==> src/rtl/divisor_programable_if.sv <==
// Control and output bundle of the programmable clock divider.
// Strobe semantics: div_load and start act only on the rising edge that samples them high; no ready/ack exists.
interface divisor_programable_if #(
    parameter int WIDTH = 26
);
    logic             enable;
    logic             modo;
    logic             start;
    logic             div_load;
    logic [WIDTH-1:0] div_value;
    logic             salida;
    logic             pulso;
    logic             busy;
    logic             state_dbg;

    modport master (
        output enable, modo, start, div_load, div_value,
        input  salida, pulso, busy, state_dbg
    );

    modport slave (
        input  enable, modo, start, div_load, div_value,
        output salida, pulso, busy, state_dbg
    );
endinterface

==> src/rtl/divisor_programable.sv <==
// Programmable divider: square wave on salida with half-period div_reg+1 cycles,
// one-cycle pulso at each terminal count, continuous or one-shot operation.
module divisor_programable #(
    parameter int WIDTH     = 26,
    parameter int DIV_RESET = 10000000
) (
    input  logic                  clock,
    input  logic                  reset_n,
    divisor_programable_if.slave  bus
);

    typedef enum logic {
        IDLE = 1'b0,
        RUN  = 1'b1
    } state_t;

    state_t           state_q, state_d;
    logic [WIDTH-1:0] div_reg_q, div_reg_d;
    logic [WIDTH-1:0] count_q, count_d;
    logic             salida_q, salida_d;
    logic             pulso_q, pulso_d;

    always_ff @(posedge clock or negedge reset_n) begin
        if (!reset_n) begin
            state_q   <= IDLE;
            div_reg_q <= WIDTH'(DIV_RESET);
            count_q   <= '0;
            salida_q  <= 1'b0;
            pulso_q   <= 1'b0;
        end else begin
            state_q   <= state_d;
            div_reg_q <= div_reg_d;
            count_q   <= count_d;
            salida_q  <= salida_d;
            pulso_q   <= pulso_d;
        end
    end

    always_comb begin
        state_d   = state_q;
        div_reg_d = div_reg_q;
        count_d   = count_q;
        salida_d  = salida_q;
        pulso_d   = 1'b0;

        // A load outranks everything, including a coincident terminal count or entry into RUN.
        if (bus.div_load) begin
            div_reg_d = bus.div_value;
            count_d   = '0;
        end else begin
            case (state_q)
                IDLE: begin
                    count_d = '0;
                    if (bus.enable && (!bus.modo || bus.start)) begin
                        state_d = RUN;
                    end
                end
                RUN: begin
                    if (bus.enable) begin
                        if (count_q == div_reg_q) begin
                            count_d  = '0;
                            salida_d = ~salida_q;
                            pulso_d  = 1'b1;
                            if (bus.modo) begin
                                state_d = IDLE;
                            end
                        end else begin
                            count_d = count_q + 1'b1;
                        end
                    end
                end
                default: begin
                    state_d = IDLE;
                    count_d = '0;
                end
            endcase
        end
    end

    assign bus.salida    = salida_q;
    assign bus.pulso     = pulso_q;
    assign bus.busy      = (state_q == RUN);
    assign bus.state_dbg = state_q;

endmodule

==> src/flat_wrapper.sv <==
// flat-port wrapper written by rule: the top's interface ports become plain ports
module divisor_programable_flat 
#(
    parameter int WIDTH     = 26,
    parameter int DIV_RESET = 10000000
)
  (clock, reset_n, bus_enable, bus_modo, bus_start, bus_div_load, bus_div_value, bus_salida, bus_pulso, bus_busy, bus_state_dbg);
  divisor_programable_if #(.WIDTH(WIDTH)) bus_i ();
  input  logic clock;
  input  logic reset_n;
  input wire logic [$bits(bus_i.enable)-1:0] bus_enable;
  input wire logic [$bits(bus_i.modo)-1:0] bus_modo;
  input wire logic [$bits(bus_i.start)-1:0] bus_start;
  input wire logic [$bits(bus_i.div_load)-1:0] bus_div_load;
  input wire logic [$bits(bus_i.div_value)-1:0] bus_div_value;
  output wire logic [$bits(bus_i.salida)-1:0] bus_salida;
  output wire logic [$bits(bus_i.pulso)-1:0] bus_pulso;
  output wire logic [$bits(bus_i.busy)-1:0] bus_busy;
  output wire logic [$bits(bus_i.state_dbg)-1:0] bus_state_dbg;
  assign bus_i.enable = bus_enable;
  assign bus_i.modo = bus_modo;
  assign bus_i.start = bus_start;
  assign bus_i.div_load = bus_div_load;
  assign bus_i.div_value = bus_div_value;
  assign bus_salida = bus_i.salida;
  assign bus_pulso = bus_i.pulso;
  assign bus_busy = bus_i.busy;
  assign bus_state_dbg = bus_i.state_dbg;
  divisor_programable #(.WIDTH(WIDTH), .DIV_RESET(DIV_RESET)) u_core (.clock(clock), .reset_n(reset_n), .bus(bus_i));
endmodule
==> config.mk <==
export PLATFORM = sky130hd
export DESIGN_NAME = divisor_programable_flat
export DESIGN_NICKNAME = d
export VERILOG_FILES = /design/src/rtl/divisor_programable_if.sv /design/src/rtl/divisor_programable.sv /design/src/flat_wrapper.sv
export SDC_FILE = /design/constraint.sdc
export NUM_CORES = 1
export LEC_CHECK = 0
export CORE_MARGIN = 2
export CORE_UTILIZATION = 50
export CTS_CLUSTER_DIAMETER = 40
export DETAILED_ROUTE_END_ITERATION = 10
export DONT_BUFFER_PORTS = 1
export PLACE_DENSITY_LB_ADDON = 0.3
export SYNTH_ARGS = -nofsm -noshare
export SYNTH_HDL_FRONTEND = slang
export SYNTH_SLANG_ARGS = --single-unit
==> constraint.sdc <==
create_clock -name clock -period 5.1 [get_ports clock]
set_input_delay 0.255 -clock clock [delete_from_list [all_inputs] [get_ports clock]]
set_output_delay 0.255 -clock clock [all_outputs]
set_load 0.03 [all_outputs]
Word-level counts from Yosys, hierarchy flattened
Cells that the tools add are included.
{"block": "classes", "bitwise": 3, "n_mux": 13, "n_reduce_logical": 4, "addsub": 1, "n_lt_le_gt_ge": 0, "eq_ne": 2, "multipliers": 0, "n_div": 0, "shifts": 0}
{"cell": "two-way mux 26 bit", "n": 3}
{"cell": "one-hot mux 26 bit (2 select lines)", "n": 1}
{"cell": "adder 26 x 1 -> 26 bit (second input constant)", "n": 1}
{"cell": "equality test 26 bit", "n": 1}
{"cell": "two-way mux 1 bit", "n": 8}
{"cell": "AND reduction 4 bit", "n": 1}
{"cell": "inequality test 3 bit (second input constant)", "n": 1}
{"cell": "inverter 1 bit", "n": 3}
{"cell": "one-hot mux 1 bit (2 select lines)", "n": 1}
{"cell": "logical AND 1 bit", "n": 1}
{"cell": "logical NOT 1 bit", "n": 1}
{"cell": "logical OR 1 bit", "n": 1}
{"block": "totals", "output_inout_bits": 4, "mem_bits_rw": 0, "input_bits": 32, "wordCells": 28, "regBits": 55, "mem_count": 0, "latchBits": 0, "romBits": 0}

Longest topological paths before layout
Gate-level depths: netlist of the first run.
{"block": "depth", "word_depth": 5, "mapped_depth": 8, "mapped_depth_nobuf": 7}

Worst setup path after synthesis of the first run
Ideal clock, no wire load.
{"block": "synth_timing", "path_type": "flip-flop to flip-flop", "from": "register u_core.div_reg_q[19]", "to": "register u_core.count_q[17]", "required_ps": 4974, "period_less_slack_ps": 1901, "slack_ps": 3199, "path_stages_with_launch": 8, "n_path_buf": 1, "setup_time_ps": 126, "arrival_ps": 1775, "cell_sequence": "dfstp_2 -> xnor2_1 -> nand4_1 -> nor4_2 -> a21oi_2 -> buf_6 -> and3_1 -> a221o_1"}
{"block": "synth_via", "elab_chain_cells": 5}
{"item": "start: declaration", "line": "divisor_programable.sv:18", "rtl": "logic [WIDTH-1:0] div_reg_q, div_reg_d;"}
{"item": "start signal: assignment", "line": "divisor_programable.sv:26", "rtl": "div_reg_q <= WIDTH'(DIV_RESET);"}
{"item": "start signal: assignment", "line": "divisor_programable.sv:32", "rtl": "div_reg_q <= div_reg_d;"}
{"item": "equality test 26 bit", "line": "divisor_programable.sv:60", "rtl": "if (count_q == div_reg_q) begin"}
{"item": "two-way mux 26 bit", "line": "divisor_programable.sv:60"}
{"item": "two-way mux 26 bit", "line": "divisor_programable.sv:59", "rtl": "if (bus.enable) begin"}
{"item": "one-hot mux 26 bit (2 select lines)", "line": "divisor_programable.sv:51", "rtl": "case (state_q)"}
{"item": "two-way mux 26 bit", "line": "divisor_programable.sv:47", "rtl": "if (bus.div_load) begin"}
{"item": "end signal: assignment", "line": "divisor_programable.sv:33", "rtl": "count_q <= count_d;"}
{"item": "end: declaration", "line": "divisor_programable.sv:19", "rtl": "logic [WIDTH-1:0] count_q, count_d;"}
No other way between the ends. The select of a mux whose other input is x is not followed.
A chain may end at the register's enable or synchronous reset.

Final worst setup path of the first run
{"block": "layout_timing", "from": "register u_core.state_q, in the netlist u_core.bus.busy", "to": "register u_core.count_q[14]"}
{"block": "layout_via", "elab_chain_cells": 3, "elab_cells_between_ends": 4, "cone_classes": "eq/ne: 1; mux: 2; bitwise: 1"}
{"item": "start: declaration", "line": "divisor_programable.sv:17", "rtl": "state_t state_q, state_d;"}
{"item": "start signal: assignment", "line": "divisor_programable.sv:31", "rtl": "state_q <= state_d;"}
{"item": "inverter 1 bit", "line": "divisor_programable.sv:51"}
{"item": "one-hot mux 26 bit (2 select lines)", "line": "divisor_programable.sv:51"}
{"item": "two-way mux 26 bit", "line": "divisor_programable.sv:47"}
Several ways; a longest one is shown, not always the timed one.

==> results of run 1 <==
## synthesized netlist by cell type (all sizes together), types with 6 or more instances
master | count | area (um^2)
nand3 | 14 | 70.07
dfstp | 8 | 210.2
xor2 | 12 | 105.1
xnor2 | 31 | 279.0
and3 | 6 | 37.54
nor2 | 28 | 105.1
nand2 | 18 | 67.56
dfrtp | 47 | 1176
mux2 | 26 | 292.8
nand4 | 14 | 100.1
buf | 10 | 73.82
## metal layers
metal  GRT usage [%]  part of all wire, %
met2           27.78                   44
met4           7.193                  1.7
met3           4.253                  4.6
met1           25.43                   50
met5               0                    0
## critical path, delay by kind of cell (launching register included)
family        cells  cell delay, ns
xor+xnor          1            0.13
simple gates      5            1.11
flops             1            0.66
buf+inv           1            0.18
## kinds of logic (layout without fill, tap and decap cells)
group | after synthesis | in the layout | synth area share, %
multiplexers | 26 | 26 | 10.51
AO/OA/AOI/OAI | 14 | 14 | 3.864
adder cells (fa/ha/maj) | 1 | 1 | 0.4492
buffers and inverters | 12 | 13 | 2.920
XOR/XNOR | 43 | 43 | 13.79
AND/OR/NAND/NOR | 98 | 98 | 18.69
flip-flops | 55 | 55 | 49.78
## metrics by stage
stage                     std cells  area, um^2  util (%)  setup slack [ns]
final                           322        2947     54.18             2.874
after global routing            322        2947     54.18             2.647
after CTS                       322        2947     54.18             2.863
after detailed placement        312        2809     51.64             2.890
after global placement          312        2809     51.64             2.885
after floorplan                 249        2785         -             3.199
## registers in the layout, summed over array words and instances (netlist names)
signal	flops
u_core.bus.salida	1
u_core.bus.pulso	1
u_core.div_reg_q	26
u_core.bus.busy	1
u_core.count_q	26
## timing repair
| item | in CTS | in global routing |
|---|---|---|
| buffers inserted | 0 | 0 |
| setup endpoints to repair | 0 | 0 |
| hold buffers | 2 | 0 |
| endpoints found under the hold margin | 55 | 0 |
## worst paths after layout
check | startpoint | slack, ns | endpoint | cells after the start
max in group asynchronous | reset_n | 4.36 | u_core.div_reg_q[7]$_DFFE_PN1P_ | 2
setup / recovery | u_core.bus.busy$_DFFE_PN0N_ | 2.87 | u_core.count_q[14]$_DFFE_PN0P_ | 7
min in group asynchronous | reset_n | 0.47 | u_core.div_reg_q[3]$_DFFE_PN0P_ | 2
hold / removal | bus_modo | 0.02 | u_core.bus.busy$_DFFE_PN0N_ | 1
setup reg to reg | u_core.bus.busy$_DFFE_PN0N_ | 2.87 | u_core.count_q[14]$_DFFE_PN0P_ | 7
hold reg to reg | u_core.div_reg_q[6]$_DFFE_PN0P_ | 0.53 | u_core.div_reg_q[6]$_DFFE_PN0P_ | 1
## placed cells by master (no fill, tap or decap), types with 2 or more instances in the layout
master    instances
a31oi_1           2
nor4_1            2
dfrtp_1          47
xor2_1           12
nor3_1            3
or3_1             2
clkbuf_8          7
and3_1            6
nand2_1          18
a21oi_1           2
dfstp_2           8
xnor2_1          30
mux2_2           26
inv_1             2
nand4_1          12
nand4_2           2
nand2b_1          2
nand3_1          14
nor2_1           28
a221o_1           4
or3b_1            2
o21ai_0           2
## where the power goes
part           switching [W]  leakage (nW)  internal (W)
Clock               0.000131        0.0515      0.000124
Combinational      0.0000296         0.439     0.0000401
Sequential         0.0000175         0.693      0.000463
Total               0.000178          1.18      0.000627
## area by class of cell
cell class / instances / area, um^2
fill: 475 / 2492
clock buffer: 8 / 100.1
multi-input combinational: 182 / 1318
timing repair buffer: 3 / 45.04
inverter: 2 / 7.507
tap: 72 / 90.09
sequential: 55 / 1386
==> metrics, run 1 <==
Fin. Hold Viols=0; DRT iter0 DRCs=64; Post-synth top flop=dfrtp_1; final setup TNS=0 ns; Die H=between 70 and 80 um; DRC errors left=0; initial antenna violation count=0; CTS tree=yes; Finish-stage setup viols=0; final slew viol count=0; Total GRT Usage=a little under a fifth; asr flop ratio synth=between 90% and 100%; crit-path most repeated cell=nor2_1; final wirelength=~5100 um; final net count=between 200 and 300; initial core utilization=around 50%; post-synth cell types=38; via count=roughly 1,800; GP Congestion=roughly 0.8; DR WL/cell=around 16 um; first-pass GRT wire length=roughly 8500 um; Crit-path slowest cell=dfrtp_1; vias in the first global route=1,798; clk slew on worst S/H paths=around 0.09 ns; required time of the critical path=5.27 ns; Max-Cap Viols=0; Hold Worst Slack=about 0.017 ns; post-DP HPWL=about 3700 um; type of element capturing the critical path=flip-flop; status=completed; cells along the critical path=nor3b_1, buf_4, nor3_1, nand2_1, nor2_1, xnor2_1, nor2_1; # diodes=0; count of flip-flops with a built-in enable after synthesis=0; CTS max path bufs=2; max incr delay on CP=between 0.6 and 0.7 ns; clock skew=between 0.006 and 0.007 ns; P&R area growth vs syn=5.795%; 1st-pass router iterations=4; RSZ-0062 raised after global routing=false; Max Freq=approximately 450 MHz; Post-Syn Nets=~280; post_cts resized=0; layout cells sized above 1=between 20% and 30%; core area=5439 um^2; clk_lat worst skew=about 0.31 ns; port bufs=0; Max FO, Critical Path=13; mean number of vias per cell=5.447; Yosys reg bits=55; Worst setup SP type=flip-flop; Post-Synthesis Cells=approximately 250; Crit path arrival time=about 2.4 ns; minimum clock period=approximately 2.2 ns; H-tree depth=2; worst vdd ir=between 0.00015 and 0.0002 V; kind of critical path=reg2reg; Detail Route Antenna Nets=0; total die area=around 6200 um^2; Avg Cell Area, Syn=11.19 um^2; clk sink count=55; leak pwr=1.184 nW; P per Cell Area=between 200 and 300 nW/um^2; total grt overflow=0; # IOs=36; die outline width=roughly 80 um; Rel. slew slack=between 50% and 60%; largest net degree at the start of global routing=56; Tot Pwr=approximately 0.0008 W; Hold Crit Class=in2reg; # rows=27; CTS Buf Count=5; Worst Tran Pin Value=0.6936 ns; sequential area share after synthesis=between 40% and 50%; mapped cell area=2785 um^2; Root Driver=clkbuf_8; Final period util=43.65%; Yosys warnings=0
No activity file was read; power rests on OpenSTA's default activity.
==> run 2: changes to the inputs <==
clock period = 2.05 ns   (was 5.1 ns; I/O delays follow)
==> metrics, run 2 (synthesized netlist as in run 1, its figures left out) <==
Worst setup SP type=flip-flop; multi-input combinational cell area=1338 um^2; highest metal used=met4; PnR worst setup slack=about 0.13 ns; RSZ-0062 raised after global routing=true; kind of critical path=reg2reg; Finish-stage setup viols=0; DRT iter0 DRCs=108; CTS Buf Count=5; mean number of vias per cell=~5.3; total grt overflow=0; # IOs=36; Fin. Hold Viols=0; # rows=27; setup bufs post-CTS=0; # diodes=0; CTS tree=yes; vias in the first global route=2,168; first-pass GRT wire length=just over 10,000 um; Finished Core Util=between 60% and 70%; clk slew on worst S/H paths=0.09 ns; P per Cell Area=596.1 nW/um^2; DRC errors left=0; GP Congestion=between 0.8 and 0.9; 1st-pass router iterations=4; cells along the critical path=xnor2_1, nand4_1, nor4_2, buf_4, a21oi_4, and3_1, a221o_1; Rel. slew slack=a little over two thirds; Largest regs=u_core.count_q: 26 flops, u_core.div_reg_q: 26 flops; initial core utilization=between 50% and 60%; required time of the critical path=2.24 ns; Crit-path slowest cell=dfstp_2; leak pwr=1.458 nW; initial antenna violation count=0; final setup TNS=0 ns; Reg area=1393 um^2; final slew viol count=0; Root Driver=clkbuf_8; fill count=434; Max-Cap Viols=0; most frequent cells in the layout=dlygate4sd3_1 (55), dfrtp_1 (42), xnor2_1 (29), nor2_1 (28), mux2_2 (26); Hold Crit Class=in2reg; layout cells sized above 1=a little over a fifth; final net count=346; total die area=between 6000 and 7000 um^2; final wirelength=5946 um; max incr delay on CP=~0.55 ns; clock skew=around 0.0068 ns; type of element capturing the critical path=flip-flop; Die H=just under 80 um; Max FO, Critical Path=14; Worst Tran Pin Value=approximately 0.44 ns; Total GRT Usage=around a fifth; minimum clock period=approximately 1.9 ns; met1 wire length=2792 um; largest net degree at the start of global routing=56; status=completed; met2 WL=around 2800 um; Max Freq=around 520 MHz; worst vdd ir=0.0004679 V; Crit path arrival time=roughly 2.1 ns; post-DP HPWL=roughly 3800 um; clk sink count=55; port bufs=0; CTS max path bufs=2; clk_lat worst skew=0.30 ns; Final period util=between 90% and 100%; die outline width=about 79 um; Detail Route Antenna Nets=0; most common cell after layout, fill and taps aside=dlygate4sd3_1; via count=2,039; P&R area growth vs syn=28.84%; Met3 Routed Length=approximately 230 um; H-tree depth=2; Place WS=just under 0.04 ns; core area=between 5000 and 6000 um^2; DR WL/cell=~15 um
-- run 2: cell types whose count changed in the layout (fill, tap and decap cells not counted), sizes merged --
cell | previous run | this run
buf | 2 | 12
dlygate4sd3 | 1 | 55
-- run 2: path summary, 6_finish.rpt --
kind / from / end / slack, ns / depth (start not counted)
setup / recovery: u_core.div_reg_q[19]$_DFFE_PN1P_ / u_core.count_q[15]$_DFFE_PN0P_ / 0.13 / 7
hold / removal: bus_enable / u_core.bus.pulso$_DFF_PN0_ / 0.11 / 2
setup reg to reg: u_core.div_reg_q[19]$_DFFE_PN1P_ / u_core.count_q[15]$_DFFE_PN0P_ / 0.13 / 7
hold reg to reg: u_core.count_q[24]$_DFFE_PN0P_ / u_core.count_q[24]$_DFFE_PN0P_ / 0.58 / 1
max in group asynchronous: reset_n / u_core.div_reg_q[15]$_DFFE_PN1P_ / 1.43 / 2
min in group asynchronous: reset_n / u_core.count_q[12]$_DFFE_PN0P_ / 0.34 / 2
-- run 2: critical path: cells and delay by family (launching register included) --
kind,cells,cell delay (ns)
xor+xnor,1,0.12
buf+inv,1,0.18
flops,1,0.55
compound gates,2,0.36
simple gates,3,0.60
-- run 2: repair_timing --
item,in CTS,in global routing
setup endpoints to repair,0,13
endpoints found under the hold margin,82,0
resized for setup,0,8
hold buffers,56,0
-- run 2: cell type report --
type                       count  share of cell area (%)
multi-input combinational    182                   37.27
timing repair buffer          67                   18.41
tap                           72                   2.510
inverter                       2                  0.2092
sequential                    55                   38.81
clock buffer                   8                   2.789
-- run 2: metrics by stage --
step                      hold WS, ns  total power [W]  std cells  area [um^2]
final                          0.1110         0.002139        386         3588
after global routing           0.1072         0.002241        386         3588
after CTS                     0.05371         0.002151        386         3562
after detailed placement      -0.1915         0.001373        322         2884
after global placement        -0.1917         0.001367        322         2884
after floorplan               -0.1931         0.001345        249         2785
-- run 2: metal layers --
| metal | global-route usage (%) | vias up |
|---|---|---|
| met3 | 3.448 | 9 |
| met4 | 6.316 | 0 |
| met2 | 34.79 | 46 |
| li1 | - | 1001 |
| met5 | 0 | - |
| met1 | 28.56 | 983 |
-- run 2: where the power goes --
| group | switching [W] | total [W] | internal (W) | leakage (nW) |
|---|---|---|---|---|
| clock network | 0.000330 | 0.000639 | 0.000309 | 0.0515 |
| logic | 0.0000991 | 0.000302 | 0.000203 | 0.721 |
| registers | 0.0000461 | 0.00120 | 0.00115 | 0.685 |
==> run 3: changes to the inputs <==
CAP_MARGIN = 20   (was not set)
CORE_UTILIZATION = 62   (was 50)
CTS_CLUSTER_SIZE = 14   (was not set)
==> metrics, run 3 (synthesized netlist as in run 1, its figures left out) <==
Die H=71.03 um; most frequent cells in the layout=dlygate4sd3_1 (55), dfrtp_1 (44), xnor2_1 (30), nor2_1 (27), mux2_2 (26); buffers and inverters on the worst path=3; Max-Cap Viols=0; Place WS=0.06154 ns; DRT iter0 DRCs=approximately 140; largest net degree at the start of global routing=between 50 and 60; post-DP HPWL=3916 um; core area=roughly 4400 um^2; 1st-pass router iterations=4; clk sink count=55; Crit-path slowest cell=dfstp_2; Largest regs=u_core.count_q: 26 flops, u_core.div_reg_q: 26 flops; kind of critical path=reg2reg; # IOs=36; vias in the first global route=2,277; Crit path arrival time=between 2 and 2.5 ns; Hold Crit Class=in2reg; CTS tree=yes; # rows=24; initial core utilization=a little under two thirds; Finish-stage setup viols=0; Worst Tran Pin Value=about 0.47 ns; FF-to-FF setup slack=around 0.038 ns; CTS max path bufs=2; most common cell after layout, fill and taps aside=dlygate4sd3_1; final slew viol count=0; Max FO, Critical Path=17; Finished Core Util=83.36%; layout cells sized above 1=a little under a quarter; Final period util=98.14%; Root Driver=clkbuf_8; first-pass GRT wire length=approximately 11,000 um; type of element capturing the critical path=flip-flop; Fin. Hold Viols=0; via count=roughly 2,100; GP Congestion=roughly 0.84; mean number of vias per cell=between 5 and 6; cells along the critical path=xnor2_1, nand4_1, nor4_4, buf_4, buf_4, nand3_1, nand3_1, buf_12, nor2_1; Worst setup SP type=flip-flop; Max Freq=slightly below 500 MHz; Top Family by Delay on Critical Path=simple AND/OR/NAND/NOR gates; CTS Buf Count=5; Detail Route Antenna Nets=0; minimum clock period=between 2 and 2.5 ns; leak pwr=1.514 nW; Rel. slew slack=approximately 68%; total grt overflow=0; DRC errors left=0; port bufs=0; P&R area growth vs syn=30.32%; clock skew=approximately 0.0063 ns; required time of the critical path=~2.3 ns; H-tree depth=2; final net count=356; worst vdd ir=0.0004694 V; PnR worst setup slack=approximately 0.038 ns; max incr delay on CP=roughly 0.55 ns; final wirelength=approximately 6400 um; clk_lat worst skew=a little over 0.3 ns; total die area=slightly above 5000 um^2; Final Cell Area=approximately 3600 um^2; P per Cell Area=about 580 nW/um^2; fill count=239; status=completed; initial antenna violation count=0; Total GRT Usage=between 20% and 30%; # diodes=0; area of placed instances=around 2900 um^2; DR WL/cell=about 17 um; clk slew on worst S/H paths=roughly 0.09 ns; die outline width=between 70 and 80 um
==> run 3: path summary, 6_finish.rpt <==
| check | cells after the start | to | start |
|---|---|---|---|
| max | 9 | u_core.count_q[12]$_DFFE_PN0P_ | u_core.div_reg_q[19]$_DFFE_PN1P_ |
| max in group asynchronous | 2 | u_core.div_reg_q[23]$_DFFE_PN1P_ | reset_n |
| max reg2reg | 9 | u_core.count_q[12]$_DFFE_PN0P_ | u_core.div_reg_q[19]$_DFFE_PN1P_ |
| min | 3 | u_core.bus.busy$_DFFE_PN0N_ | bus_modo |
| min reg2reg | 2 | u_core.count_q[25]$_DFFE_PN0P_ | u_core.count_q[25]$_DFFE_PN0P_ |
| min in group asynchronous | 2 | u_core.count_q[15]$_DFFE_PN0P_ | reset_n |
==> run 3: worst register-to-register path, stage by stage, from the launching register on <==
cell,delay (ns)
dfstp_2,0.55
xnor2_1,0.14
nand4_1,0.19
nor4_4,0.29
buf_4,0.18
buf_4,0.11
nand3_1,0.08
nand3_1,0.13
buf_12,0.16
nor2_1,0.06
==> run 3: final cells by class <==
type / count / area (um^2) / share of cell area, %
clock buffers: 7 / 76.32 / 2.103
well taps: 52 / 65.06 / 1.792
flip-flops and latches: 55 / 1390 / 38.30
repair buffers: 76 / 740.7 / 20.41
multi-input cells: 183 / 1345 / 37.06
clock inverters: 1 / 5.005 / 0.1379
inverters: 2 / 7.507 / 0.2068
==> run 3: metal layers <==
layer | routed length [um] | GRT usage [%] | up-vias
met2 | 3269 | 46.63 | 59
met3 | 274 | 4.131 | 13
li1 | - | - | 1021
met1 | 2684 | 35.52 | 1025
met5 | 0 | 0 | -
met4 | 148 | 11.11 | 0
==> run 3: power by group <==
part / total (W) / internal [W] / switching (W)
sequential: 0.00120 / 0.00115 / 0.0000471
clock: 0.000568 / 0.000240 / 0.000327
combinational: 0.000322 / 0.000211 / 0.000111
==> run 3: stage by stage <==
step	hold slack, ns	total power, W	setup TNS [ns]	instances
6_report	0.1223	0.002089	0	376
5_1_grt	0.1430	0.002173	-0.3748	376
4_1_cts	0.02275	0.002083	0	372
3_5_place_dp	-0.1914	0.001382	0	308
3_3_place_gp	-0.1911	0.001373	0	308
2_1_floorplan	-0.1931	0.001345	0	249
==> run 3: what timing repair did <==
item / in CTS / in global routing
endpoints found under the setup margin: 0 / 9
resized for setup: 0 / 6
hold buffers: 56 / 0
buffers inserted: 0 / 3
hold endpoints to repair: 82 / 0
